<file path="config.mk">
export PLATFORM = sky130hd
export DESIGN_NAME = ov5640_init_seq_flat
export DESIGN_NICKNAME = d
export VERILOG_FILES = /design/src/rtl/ov5640_init_seq_if.sv /design/src/rtl/ov5640_init_seq.sv /design/src/flat_wrapper.sv
export SDC_FILE = /design/constraint.sdc
export NUM_CORES = 1
export LEC_CHECK = 0
export CORE_MARGIN = 3
export CORE_UTILIZATION = 55
export DETAILED_ROUTE_END_ITERATION = 8
export GPL_ROUTABILITY_DRIVEN = 0
export PLACE_DENSITY = 0.9
export SETUP_SLACK_MARGIN = 0.15
export SLEW_MARGIN = 20
export SYNTH_ARGS = -nofsm -noshare
export SYNTH_HDL_FRONTEND = slang
export SYNTH_SLANG_ARGS = --single-unit
</file>
<file path="constraint.sdc">
create_clock -name clk -period 14.3 [get_ports clk]
set_input_delay 4.29 -clock clk [delete_from_list [all_inputs] [get_ports clk]]
set_output_delay 4.29 -clock clk [all_outputs]
set_load 0.005 [all_outputs]
</file>
<file path="src/rtl/ov5640_init_seq_if.sv">
// IIC register-engine command port: start pulse and write word out, busy back.
interface ov5640_init_seq_if;
  logic        iic_start;
  logic [31:0] iic_wdata;
  logic        iic_busy;

  modport master (output iic_start, output iic_wdata, input iic_busy);
  modport slave  (input iic_start, input iic_wdata, output iic_busy);
endinterface

</file>
<file path="src/rtl/ov5640_init_seq.sv">
// OV5640 configuration sequencer: walks a synchronous ROM after power-up and
// issues one IIC write per entry, with ms delays, timeouts and bounded retry.
module ov5640_init_seq #(
  parameter int unsigned CLK_HZ    = 50_000_000,
  parameter int unsigned ADDR_W    = 8,
  parameter int unsigned ACK_WAIT  = 16,
  parameter int unsigned BUSY_TO   = 1_000_000,
  parameter int unsigned MAX_RETRY = 3
) (
  input  logic                  clk,
  input  logic                  rst,
  input  logic                  power_done,
  input  logic                  re_init,
  output logic [ADDR_W-1:0]     rom_addr,
  input  logic [31:0]           rom_data,
  ov5640_init_seq_if.master     iic,
  output logic                  init_done,
  output logic                  init_err,
  output logic [ADDR_W-1:0]     err_addr
);

  localparam int unsigned MS_CYC   = (CLK_HZ / 1000 > 0) ? CLK_HZ / 1000 : 1;
  localparam int unsigned WAIT_MAX = (ACK_WAIT > BUSY_TO) ? ACK_WAIT : BUSY_TO;
  localparam int unsigned WAIT_W   = $clog2(WAIT_MAX) + 1;
  localparam int unsigned PRE_W    = $clog2(MS_CYC) + 1;
  localparam int unsigned MS_W     = 17;
  localparam int unsigned RTY_W    = $clog2(MAX_RETRY) + 1;

  localparam logic [WAIT_W-1:0] ACK_LAST  = WAIT_W'(ACK_WAIT - 1);
  localparam logic [WAIT_W-1:0] BUSY_LAST = WAIT_W'(BUSY_TO - 1);
  localparam logic [PRE_W-1:0]  PRE_LAST  = PRE_W'(MS_CYC - 1);
  localparam logic [RTY_W-1:0]  RTY_MAX   = RTY_W'(MAX_RETRY);

  typedef enum logic [3:0] {
    S_IDLE, S_FETCH, S_LATCH, S_ISSUE, S_WAIT_ACK,
    S_WAIT_BUSY, S_DELAY, S_NEXT, S_DONE, S_ERROR
  } state_t;

  state_t              state_q, state_d;
  logic [ADDR_W-1:0]   rom_addr_q, rom_addr_d;
  logic                iic_start_q, iic_start_d;
  logic [31:0]         iic_wdata_q, iic_wdata_d;
  logic                init_done_q, init_done_d;
  logic                init_err_q, init_err_d;
  logic [ADDR_W-1:0]   err_addr_q, err_addr_d;
  logic [31:0]         entry_q, entry_d;
  logic [WAIT_W-1:0]   wait_cnt_q, wait_cnt_d;
  logic [RTY_W-1:0]    retry_q, retry_d;
  logic [PRE_W-1:0]    pre_q, pre_d;
  logic [MS_W-1:0]     ms_q, ms_d;
  logic                timeout;

  // Next-state and registered-output logic for the sequencer.
  always_comb begin
    state_d     = state_q;
    rom_addr_d  = rom_addr_q;
    iic_start_d = 1'b0;
    iic_wdata_d = iic_wdata_q;
    init_done_d = init_done_q;
    init_err_d  = init_err_q;
    err_addr_d  = err_addr_q;
    entry_d     = entry_q;
    wait_cnt_d  = wait_cnt_q;
    retry_d     = retry_q;
    pre_d       = pre_q;
    ms_d        = ms_q;
    timeout     = 1'b0;

    if (state_q != S_IDLE && !power_done) begin
      // Power loss aborts everything; the table reruns from 0 when it returns.
      state_d     = S_IDLE;
      rom_addr_d  = '0;
      iic_wdata_d = '0;
      init_done_d = 1'b0;
      init_err_d  = 1'b0;
      err_addr_d  = '0;
      entry_d     = '0;
      wait_cnt_d  = '0;
      retry_d     = '0;
      pre_d       = '0;
      ms_d        = '0;
    end else begin
      unique case (state_q)
        S_IDLE: begin
          if (power_done) begin
            state_d    = S_FETCH;
            rom_addr_d = '0;
          end
        end
        S_FETCH: state_d = S_LATCH;
        S_LATCH: begin
          entry_d    = rom_data;
          wait_cnt_d = '0;
          pre_d      = '0;
          ms_d       = MS_W'(rom_data[15:0]);
          if (rom_data[31:24] == 8'hFF) begin
            state_d     = S_DONE;
            init_done_d = 1'b1;
          end else if (rom_data[31:24] == 8'hFE) begin
            state_d = S_DELAY;
          end else begin
            state_d = S_ISSUE;
          end
        end
        S_ISSUE: begin
          if (!iic.iic_busy) begin
            iic_start_d = 1'b1;
            iic_wdata_d = entry_q;
            wait_cnt_d  = '0;
            state_d     = S_WAIT_ACK;
          end else if (wait_cnt_q == BUSY_LAST) begin
            timeout = 1'b1;
          end else begin
            wait_cnt_d = wait_cnt_q + WAIT_W'(1);
          end
        end
        S_WAIT_ACK: begin
          if (iic.iic_busy) begin
            wait_cnt_d = '0;
            state_d    = S_WAIT_BUSY;
          end else if (wait_cnt_q == ACK_LAST) begin
            timeout = 1'b1;
          end else begin
            wait_cnt_d = wait_cnt_q + WAIT_W'(1);
          end
        end
        S_WAIT_BUSY: begin
          if (!iic.iic_busy) begin
            state_d = S_NEXT;
          end else if (wait_cnt_q == BUSY_LAST) begin
            timeout = 1'b1;
          end else begin
            wait_cnt_d = wait_cnt_q + WAIT_W'(1);
          end
        end
        S_DELAY: begin
          if (ms_q == '0) begin
            state_d = S_NEXT;
          end else if (pre_q == PRE_LAST) begin
            pre_d = '0;
            ms_d  = ms_q - MS_W'(1);
          end else begin
            pre_d = pre_q + PRE_W'(1);
          end
        end
        S_NEXT: begin
          retry_d = '0;
          if (rom_addr_q == '1) begin
            state_d     = S_DONE;
            init_done_d = 1'b1;
          end else begin
            rom_addr_d = rom_addr_q + ADDR_W'(1);
            state_d    = S_FETCH;
          end
        end
        S_DONE, S_ERROR: begin
          if (re_init) begin
            state_d     = S_FETCH;
            rom_addr_d  = '0;
            init_done_d = 1'b0;
            init_err_d  = 1'b0;
            retry_d     = '0;
          end
        end
        default: state_d = S_IDLE;
      endcase

      // Shared timeout handling for ISSUE, WAIT_ACK and WAIT_BUSY.
      if (timeout) begin
        if (retry_q < RTY_MAX) begin
          retry_d    = retry_q + RTY_W'(1);
          wait_cnt_d = '0;
          state_d    = S_ISSUE;
        end else begin
          state_d    = S_ERROR;
          init_err_d = 1'b1;
          err_addr_d = rom_addr_q;
        end
      end
    end
  end

  // State and output registers with asynchronous reset.
  always_ff @(posedge clk or posedge rst) begin
    if (rst) begin
      state_q     <= S_IDLE;
      rom_addr_q  <= '0;
      iic_start_q <= 1'b0;
      iic_wdata_q <= '0;
      init_done_q <= 1'b0;
      init_err_q  <= 1'b0;
      err_addr_q  <= '0;
      entry_q     <= '0;
      wait_cnt_q  <= '0;
      retry_q     <= '0;
      pre_q       <= '0;
      ms_q        <= '0;
    end else begin
      state_q     <= state_d;
      rom_addr_q  <= rom_addr_d;
      iic_start_q <= iic_start_d;
      iic_wdata_q <= iic_wdata_d;
      init_done_q <= init_done_d;
      init_err_q  <= init_err_d;
      err_addr_q  <= err_addr_d;
      entry_q     <= entry_d;
      wait_cnt_q  <= wait_cnt_d;
      retry_q     <= retry_d;
      pre_q       <= pre_d;
      ms_q        <= ms_d;
    end
  end

  assign rom_addr      = rom_addr_q;
  assign iic.iic_start = iic_start_q;
  assign iic.iic_wdata = iic_wdata_q;
  assign init_done     = init_done_q;
  assign init_err      = init_err_q;
  assign err_addr      = err_addr_q;

endmodule

</file>
<file path="src/flat_wrapper.sv">
// flat-port wrapper written by rule: the top's interface ports become plain ports
module ov5640_init_seq_flat 
#(
  parameter int unsigned CLK_HZ    = 50_000_000,
  parameter int unsigned ADDR_W    = 8,
  parameter int unsigned ACK_WAIT  = 16,
  parameter int unsigned BUSY_TO   = 1_000_000,
  parameter int unsigned MAX_RETRY = 3
)
  (clk, rst, power_done, re_init, rom_addr, rom_data, init_done, init_err, err_addr, iic_iic_start, iic_iic_wdata, iic_iic_busy);
  ov5640_init_seq_if iic_i ();
  input  logic clk;
  input  logic rst;
  input  logic power_done;
  input  logic re_init;
  output logic [ADDR_W-1:0] rom_addr;
  input  logic [31:0] rom_data;
  output logic init_done;
  output logic init_err;
  output logic [ADDR_W-1:0] err_addr;
  output wire logic [$bits(iic_i.iic_start)-1:0] iic_iic_start;
  output wire logic [$bits(iic_i.iic_wdata)-1:0] iic_iic_wdata;
  input wire logic [$bits(iic_i.iic_busy)-1:0] iic_iic_busy;
  assign iic_iic_start = iic_i.iic_start;
  assign iic_iic_wdata = iic_i.iic_wdata;
  assign iic_i.iic_busy = iic_iic_busy;
  ov5640_init_seq #(.CLK_HZ(CLK_HZ), .ADDR_W(ADDR_W), .ACK_WAIT(ACK_WAIT), .BUSY_TO(BUSY_TO), .MAX_RETRY(MAX_RETRY)) u_core (.clk(clk), .rst(rst), .power_done(power_done), .re_init(re_init), .rom_addr(rom_addr), .rom_data(rom_data), .iic(iic_i), .init_done(init_done), .init_err(init_err), .err_addr(err_addr));
endmodule
</file>
==> out/results.ini, run 1 <==
[grt]
grt_max_degree=86
antenna_found_initial=0
grt_pass1_wl_mm=30.42
grtUsageTotal_pct=25.22
grt_pass1_vias=6312
gr-total-overflow=0

[routing]
routed_wl_mm=18.77
routedWlPerCell_um=16.89
viasPerCell=6.180
drc=0
drtIter0Drc=803
vias=6866
drtAntennaViolNets=0
drt_pre_antenna_iters=5

[hold_path]
hold_depth=2
min-delay-start=u_core.pre_q[1]$_DFFE_PP0P_
whs_endpoint=u_core.pre_q[1]$_DFFE_PP0P_
hp-class=flip-flop to flip-flop

[clock_network]
ctsHtreeMaxLevel=4
cts_buffers=17
cts_sinks=145
clock_latency_ns=0.43
clockBufferDepth=2
path_clk_slew_ns=0.06
hold_buffers=0
post-cts-setup-buffer-count=0
cts_resized=0
cts_tree=done
cts_root_buf=clkbuf_16

[final_layout]
final_cell_area_mm2=0.008950
layout_common_cells=nand2_1, dfrtp_1, a21oi_1
fin_util_pct=67.32
drive_gt1_share_pct=6.524
area_growth_pct=19.50
ff_latch_area_mm2=0.003628
num_antenna_cells=0
multi_input_area_mm2=0.003556
instances_no_fill=1111
final_common_cell=nand2_1
nNetsFinal=965
fill_cells=992

[placed_design]
place.port_buffers=87
dp.cells=1080
place_area_mm2=0.008366
dp_hpwl_mm=12.20

[synth]
yosysWarnings=0
syn_inst=861
ys_seq_area_share_pct=48.45
avgSynthCellArea_um2=8.699
synth_seq_cells=145
synth_edf_count=0
ys.flop_type=dfrtp_1
synth.distinct_cells=68
synth_async_sr_flop_share_pct=100.0
syn_area_mm2=0.007490
synth_nets=903

[sta]
maxSlewViolCount=0
worstMarginPinSlew_ns=1.110
hold_viol=0
slew_headroom_pct=25.57
clock_skew_ns=0.01089
finalCriticalPeriod_ns=6.744
grt_setup_unrepaired=false
fin_tns_setup_ns=0
min_period_over_period_pct=47.16
finalSetupViolCount=0
clock.fmax_mhz=148.3

[floorplanning]
die_h_um=122.7
start_util_pct=56.33
io_pins=88
chipWidth_um=122.7
core_mm2=0.01330
die_area_mm2=0.01505
rows=42

[power_and_ir_drop]
p_per_area_mw_per_mm2=155.8
ir_worst_vdd_uv=108.3
total_power_uw=1395
cellLeakagePower_uw=0.003685

[worst_setup_path]
crit_type=primary input to flip-flop
rrSetupSlack_ns=11.20
worstReg2RegStart=u_core.state_q[1]$_DFFE_PP0P_
cp_cell_sequence=clkdlybuf4s50_1 -> nand2_1 -> or3_1 -> nor4_1 -> o21ai_0 -> nand2_1 -> nor3_1
worstPathArrival_ns=7.01
startpoint=iic_iic_busy
reg2reg_depth=6
cp-end-kind=flip-flop
r2r-end=u_core.wait_cnt_q[14]$_DFF_PP0_
cp-start-kind=primary input
cp_data_required_time_ns=14.57
cpMostUsedCell=nand2_1
crit_fanout=21
slowest_delay_ns=0.68
cp_slowest_cell=nand2_1

[outcome]
status=finished clean

[job]
drv_cap=0

==> worst max-delay path by stage <==
stage                                                  to  depth (start not counted)
after global placement    u_core.wait_cnt_q[12]$_DFF_PP0_                          7
after global routing      u_core.wait_cnt_q[14]$_DFF_PP0_                          7
final                     u_core.wait_cnt_q[14]$_DFF_PP0_                          7
after detailed placement  u_core.wait_cnt_q[14]$_DFF_PP0_                          7
after CTS                 u_core.wait_cnt_q[14]$_DFF_PP0_                          7
after floorplan             u_core.entry_q[0]$_DFFE_PP0P_                          1
==> Yosys cell counts (4+ instances only) <==
| library cell | number | share of area [%] |
|---|---|---|
| a211oi_1 | 5 | 0.50 |
| a21o_1 | 4 | 0.40 |
| a21oi_1 | 108 | 7.2 |
| a2bb2oi_1 | 4 | 0.47 |
| a31oi_1 | 17 | 1.4 |
| and2_1 | 9 | 0.75 |
| and3_1 | 14 | 1.2 |
| and4_1 | 4 | 0.47 |
| buf_6 | 6 | 0.90 |
| clkbuf_1 | 33 | 1.7 |
| dfrtp_1 | 145 | 48 |
| ha_1 | 5 | 0.84 |
| inv_1 | 11 | 0.55 |
| mux2i_1 | 10 | 1.3 |
| nand2_1 | 181 | 9.1 |
| nand2b_1 | 9 | 0.75 |
| nand3_1 | 30 | 2.0 |
| nand3b_1 | 4 | 0.40 |
| nand4_1 | 8 | 0.67 |
| nor2_1 | 62 | 3.1 |
| nor2b_1 | 4 | 0.33 |
| nor3_1 | 28 | 1.9 |
| nor4_1 | 10 | 0.84 |
| o211a_1 | 4 | 0.53 |
| o21ai_0 | 58 | 3.9 |
| o2bb2ai_1 | 4 | 0.47 |
| o31ai_1 | 7 | 0.70 |
| o41ai_1 | 5 | 0.58 |
| or3_1 | 10 | 0.84 |
==> through the flow <==
stage | hold WS (ns) | setup WS [ns]
after floorplan | 0.4525 | 6.115
after global placement | 0.4819 | 7.351
after detailed placement | 0.4878 | 7.180
after CTS | 0.5049 | 7.637
after global routing | 0.5144 | 7.467
final | 0.5053 | 7.556
==> sequential cells by signal, indices dropped and copies added, names as in the netlist <==
| register | flops |
|---|---|
| u_core.entry_q | 32 |
| u_core.err_addr | 8 |
| u_core.iic.iic_start | 1 |
| u_core.iic.iic_wdata | 32 |
| u_core.init_done | 1 |
| u_core.init_err | 1 |
| u_core.ms_q | 17 |
| u_core.pre_q | 17 |
| u_core.retry_q | 3 |
| u_core.rom_addr | 8 |
| u_core.state_q | 4 |
| u_core.wait_cnt_q | 21 |
==> logic make-up (layout without fill, tap and decap cells) <==
kind of cell	count (synthesis)	after routing	synth area share (%)
XOR/XNOR	1	1	0.1170
buffers and inverters	61	135	4.260
AND/OR/NAND/NOR	392	392	24.79
flip-flops	145	145	48.45
multiplexers	10	10	1.337
adder cells (fa/ha/maj)	5	5	0.8353
AO/OA/AOI/OAI	247	247	20.21
==> routing by layer <==
layer | part of all wire, % | vias to the layer above | wire (µm) | track usage, %
li1 | - | 3197 | - | -
met1 | 41 | 3315 | 7678 | 33.31
met2 | 50 | 302 | 9294 | 40.11
met3 | 6.8 | 52 | 1268 | 5.300
met4 | 2.8 | 0 | 524 | 11.34
met5 | 0 | - | 0 | 0
==> report_power, final <==
part	switching [µW]	internal, µW
logic	277	143
clock network	183	259
registers	56.3	476
total	516	879
==> worst max-delay path, delay by kind of cell <==
family | cells | cell delay (ns)
buffers and inverters | 1 | 0.54
AND/OR/NAND/NOR | 5 | 1.84
AO/OA/AOI/OAI | 1 | 0.33
==> cell type report <==
cell class / count / share of cell area [%]
clock inverter: 13 / 1.720
multi-input combinational: 655 / 39.73
clock buffer: 18 / 4.795
inverter: 11 / 0.5173
timing repair buffer: 93 / 10.23
tap: 176 / 2.461
sequential: 145 / 40.54
No activity file was read; power rests on OpenSTA's default activity.
==> inputs of run 2 (changes only) <==
clock period = 6.3 ns   (was 14.3 ns; I/O delays follow)
==> run 2 against run 1 <==
Against the previous run:
- power is 130% higher
- combinational power is 130% higher
- utilization is 0.10 points higher
- clock power is 130% higher
- flip-flop and latch count stayed put
- die area stayed put
- count of clock-buffer cells in the layout is 1 lower
- via count hardly changed
- critical path depth stayed put
- register-to-register slack worse by 8.0 ns
- clock skew is 0.0014 ns lower
- first-iteration DRC count is 17% lower
- largest cell class unchanged
- largest power group unchanged
==> out/results.ini, run 2 (same netlist as run 1, synthesis figures left out) <==
[outcome]
status=finished clean

[clock_network]
cts_sinks=145  ; unchanged
cts_resized=0  ; unchanged
hold_buffers=0  ; unchanged
cts_buffers=17  ; unchanged
ctsHtreeMaxLevel=4  ; unchanged
path_clk_slew_ns=0.06  ; about the same
post-cts-setup-buffer-count=0  ; unchanged
cts_tree=done
cts_root_buf=clkbuf_16
clockBufferDepth=2  ; unchanged
clock_latency_ns=0.43  ; about the same

[final_layout]
num_antenna_cells=0  ; unchanged
final_common_cell=nand2_1
nNetsFinal=965  ; unchanged
fin_util_pct=67.42  ; +0.10 points
instances_no_fill=1112  ; +0.090%
area_growth_pct=19.68
final_cell_area_mm2=0.008964  ; +0.15%
drive_gt1_share_pct=6.731  ; +0.21 points
layout_common_cells=nand2_1, dfrtp_1, a21oi_1

[hold_path]
hp-class=flip-flop to flip-flop

[power_and_ir_drop]
ir_worst_vdd_uv=242.8  ; +120%
p_sw_uw=1180  ; +130%
seq_power_share_pct=38.0  ; -0.2 points
p_per_area_mw_per_mm2=354.9  ; +130%
clkPwrFrac_pct=32.1  ; +0.4 points
combPwrFrac_pct=29.9  ; -0.2 points
intPower_uw=2001  ; +130%
p_sw_share_pct=37.10  ; +0.12 points
cellLeakagePower_uw=0.003692  ; +0.19%

[sta]
worstMarginPinSlew_ns=1.071  ; -0.03965 ns
finalSetupViolCount=0  ; unchanged
grt_setup_unrepaired=false
final.setup.worst_slack_ns=1.967  ; -5.589 ns
fin_tns_setup_ns=0  ; unchanged
clock_skew_ns=0.009496  ; -0.001397 ns
hold_viol=0  ; unchanged
slew_headroom_pct=28.23  ; +2.7 points
maxSlewViolCount=0  ; unchanged
min_period_over_period_pct=68.78
clock.fmax_mhz=230.8
finalCriticalPeriod_ns=4.333

[routing]
vias=6864  ; -0.029%
routed_wl_mm=18.73  ; -0.21%
drtAntennaViolNets=0  ; unchanged
drc=0  ; unchanged
viasPerCell=6.173  ; -0.12%
drtIter0Drc=664  ; -17%
drt_pre_antenna_iters=5  ; unchanged
routedWlPerCell_um=16.84  ; -0.30%

[worst_setup_path]
path_buf_inv=1  ; unchanged
rrSetupSlack_ns=3.20  ; -8.00 ns
worstReg2RegStart=u_core.ms_q[6]$_DFFE_PP0P_
worstPathArrival_ns=4.60  ; -2.41 ns
cp_data_required_time_ns=6.57  ; -8.00 ns
cp_slowest_cell=nand2_1
crit_type=primary input to flip-flop
cp_cell_sequence=clkdlybuf4s50_1 -> nand2_1 -> or3_1 -> nor4_1 -> o21ai_0 -> nand2_1 -> nor3_1
endpoint=u_core.wait_cnt_q[12]$_DFF_PP0_
cp-end-kind=flip-flop
cp-start-kind=primary input
crit_family=simple AND/OR/NAND/NOR gates
r2r-end=u_core.pre_q[5]$_DFFE_PP0P_
cpMostUsedCell=nand2_1
reg2reg_depth=6  ; unchanged
startpoint=iic_iic_busy
crit_fanout=21  ; unchanged
cp_num_cells=7  ; unchanged
slowest_delay_ns=0.67  ; about the same

[grt]
gr-total-overflow=0  ; unchanged
antenna_found_initial=0  ; unchanged
grt_pass1_vias=6286  ; -0.41%
grtUsageTotal_pct=25.33  ; +0.12 points
grt_max_degree=115  ; +34%
grt_pass1_wl_mm=30.54  ; +0.38%

[placed_design]
place_ws_ns=1.527  ; -5.653 ns
dp_hpwl_mm=12.30  ; +0.87%
dp.cells=1080  ; unchanged
place.port_buffers=87  ; unchanged
place_area_mm2=0.008367  ; about the same

[floorplanning]
die_area_mm2=0.01505  ; unchanged
chipWidth_um=122.7  ; unchanged
core_mm2=0.01330  ; unchanged
start_util_pct=56.33  ; unchanged
rows=42  ; unchanged
io_pins=88  ; unchanged
die_h_um=122.7  ; unchanged

[job]
drv_cap=0  ; unchanged

## run 2: stage by stage
step           hold WS, ns  total power [µW]
2_1_floorplan       0.4525              1916
3_3_place_gp        0.4701              2115
3_5_place_dp        0.4920              2147
4_1_cts             0.5015              3172
5_1_grt             0.5266              3353
6_report            0.4914              3182
## run 2: final cells by class
class | count | area [µm²]
multi-input cells | 655 | 3556
well taps | 176 | 220.2
clock inverters | 15 | 171.4
repair buffers | 93 | 915.9
clock buffers | 17 | 425.4
fillers | 1014 | 4332
inverters | 11 | 46.29
flip-flops and latches | 145 | 3628
## run 2: power by group through the flow
stage	clock network [µW]	logic [µW]	registers [µW]
2_1_floorplan	0	742	1170
3_3_place_gp	0	906	1210
3_5_place_dp	0	930	1220
4_1_cts	1030	939	1200
5_1_grt	1080	1050	1230
6_report	1020	951	1210
## run 2: routing by layer
layer,track usage [%],wire length (µm)
met1,33.12,7765
met2,40.96,9314
met3,6.129,1097
met4,9.587,548
met5,0,0
## run 2: worst min-delay path by stage
stage                                      startpoint                           to  slack [ns]  depth (start not counted)
after floorplan           u_core.pre_q[8]$_DFFE_PP0P_  u_core.pre_q[8]$_DFFE_PP0P_        0.45                          1
after global placement    u_core.pre_q[8]$_DFFE_PP0P_  u_core.pre_q[8]$_DFFE_PP0P_        0.47                          1
after detailed placement  u_core.pre_q[8]$_DFFE_PP0P_  u_core.pre_q[8]$_DFFE_PP0P_        0.49                          1
after CTS                 u_core.pre_q[8]$_DFFE_PP0P_  u_core.pre_q[8]$_DFFE_PP0P_        0.50                          1
after global routing       u_core.ms_q[9]$_DFFE_PP0P_   u_core.ms_q[9]$_DFFE_PP0P_        0.53                          1
final                     u_core.pre_q[8]$_DFFE_PP0P_  u_core.pre_q[8]$_DFFE_PP0P_        0.49                          1
==> inputs of run 3 (changes only) <==
CORE_UTILIZATION = 51   (was 55)
PLACE_DENSITY = 0.88   (was 0.9)
clock period = 3.6 ns   (was 6.3 ns; I/O delays follow)
==> run 3 against run 2 <==
Against the previous run:
- final cell count grew 1.3%
- sequential power rose by 75%
- sequential share of layout area down 0.37 points
- combinational power is 81% higher
==> out/results.ini, run 3 (same netlist as run 1, synthesis figures left out) <==
[outcome]
status=finished clean

[final_layout]
nNetsFinal=975  ; +1.0%
instances_no_fill=1126  ; +1.3%
num_antenna_cells=0  ; unchanged
drive_gt1_share_pct=7.611  ; +0.88 points
final_common_cell=nand2_1
fill_cells=1127  ; +11%
layout_common_cells=nand2_1, dfrtp_1, a21oi_1
area_growth_pct=20.78

[sta]
clock_skew_ns=0.01073  ; +0.001236 ns
slew_headroom_pct=54.03  ; +26 points
fin_tns_setup_ns=0  ; unchanged
grt_setup_unrepaired=false
finalCriticalPeriod_ns=3.125
maxSlewViolCount=0  ; unchanged
final.setup.worst_slack_ns=0.4746  ; -1.492 ns
finalSetupViolCount=0  ; unchanged
min_period_over_period_pct=86.82
hold_viol=0  ; unchanged
worstMarginPinSlew_ns=0.6832  ; -0.3875 ns
clock.fmax_mhz=320.0

[clock_network]
cts_tree=done
path_clk_slew_ns=0.06  ; about the same
cts_root_buf=clkbuf_16
clock_latency_ns=0.43  ; about the same
cts_resized=0  ; unchanged
post-cts-setup-buffer-count=0  ; unchanged
clockBufferDepth=2  ; unchanged
cts_sinks=145  ; unchanged
cts_buffers=17  ; unchanged
ctsHtreeMaxLevel=4  ; unchanged
hold_buffers=0  ; unchanged

[routing]
drt_pre_antenna_iters=5  ; unchanged
vias=6841  ; -0.34%
drtIter0Drc=666  ; +0.30%
viasPerCell=6.075  ; -1.6%
routed_wl_mm=19.36  ; +3.4%
drtAntennaViolNets=0  ; unchanged
drc=0  ; unchanged
routedWlPerCell_um=17.19  ; +2.1%

[floorplanning]
start_util_pct=53.13  ; -3.2 points
die_h_um=127.2  ; +3.7%
rows=43  ; +2.4%
die_area_mm2=0.01618  ; +7.5%
io_pins=88  ; unchanged
core_mm2=0.01410  ; +6.0%
chipWidth_um=127.2  ; +3.7%

[worst_setup_path]
crit_type=primary input to flip-flop
cp_data_required_time_ns=3.89  ; -2.68 ns
worstPathArrival_ns=3.42  ; -1.18 ns
cp-end-kind=flip-flop
cp-start-kind=primary input
crit_fanout=21  ; unchanged

[power_and_ir_drop]
combPwrFrac_pct=30.9  ; +1.0 points
clkPwrFrac_pct=31.1  ; -1.0 points
intPower_uw=3503  ; +75%
cellLeakagePower_uw=0.003731  ; +1.0%
seq_power_share_pct=38.0  ; about the same
p_sw_share_pct=37.13  ; about the same
p_sw_uw=2069  ; +75%
p_per_area_mw_per_mm2=616.0  ; +74%
ir_worst_vdd_uv=473.8  ; +95%

[placed_design]
dp.cells=1094  ; +1.3%
dp_hpwl_mm=12.79  ; +4.0%
place.port_buffers=87  ; unchanged
place_ws_ns=0.07711  ; -1.450 ns

[grt]
grt_pass1_vias=6660  ; +5.9%
grt_pass1_wl_mm=32.57  ; +6.7%
grt_max_degree=63  ; -45%
grtUsageTotal_pct=24.53  ; -0.81 points
gr-total-overflow=0  ; unchanged
antenna_found_initial=0  ; unchanged

[job]
drv_cap=0  ; unchanged

[hold_path]
hp-class=flip-flop to flip-flop

==> run 3: worst paths after layout <==
| path | slack, ns | startpoint | end | cells after the start |
|---|---|---|---|---|
| max reg2reg | 0.82 | u_core.state_q[1]$_DFFE_PP0P_ | u_core.wait_cnt_q[14]$_DFF_PP0_ | 7 |
| min reg2reg | 0.50 | u_core.ms_q[9]$_DFFE_PP0P_ | u_core.ms_q[9]$_DFFE_PP0P_ | 1 |
| min | 0.50 | u_core.ms_q[9]$_DFFE_PP0P_ | u_core.ms_q[9]$_DFFE_PP0P_ | 1 |
| max | 0.47 | iic_iic_busy | u_core.wait_cnt_q[14]$_DFF_PP0_ | 8 |
| min in group asynchronous | 1.11 | rst | u_core.iic.iic_wdata[3]$_DFFE_PP0P_ | 2 |
| max in group asynchronous | 1.76 | rst | u_core.entry_q[25]$_DFFE_PP0P_ | 3 |
==> run 3: final cells by class <==
class	instances	area [µm²]	area share, %
clock buffer	19	452.9	5.007
sequential	145	3628	40.11
inverter	11	45.04	0.4979
tap	180	225.2	2.490
multi-input combinational	655	3555	39.29
clock inverter	13	123.9	1.369
timing repair buffer	103	1016	11.23
==> run 3: critical path, cell delays in order <==
cell	delay (ns)
clkdlybuf4s50_1	0.49
nand2_1	0.07
or3_1	0.39
nor4_1	0.54
o21ai_0	0.33
nand2_1	0.14
buf_4	0.27
nor3_1	0.11
==> run 3: power by group through the flow <==
stage          Combinational (µW)  Clock [µW]  Sequential [µW]
5_1_grt                      1910        1820             2150
2_1_floorplan                1300           0             2050
6_report                     1720        1730             2120
3_5_place_dp                 1690           0             2130
4_1_cts                      1710        1750             2110
3_3_place_gp                 1650           0             2120
==> run 3: metal layers <==
metal,vias up,part of all wire (%),global-route usage [%]
met5,-,0,0
met4,0,2.4,9.653
met3,45,5.8,5.686
met2,246,50,40.01
met1,3322,42,31.88
li1,3228,-,-
==> run 3: metrics by stage <==
step           hold slack (ns)  util [%]  instance area [µm²]  total power (µW)
5_1_grt                 0.5080     64.18                 9046              5888
6_report                0.4996     64.18                 9046              5572
3_5_place_dp            0.4839     60.08                 8469              3822
4_1_cts                 0.4960     64.18                 9046              5567
3_3_place_gp            0.4795     60.08                 8469              3772
2_1_floorplan           0.4525         -                 7493              3353
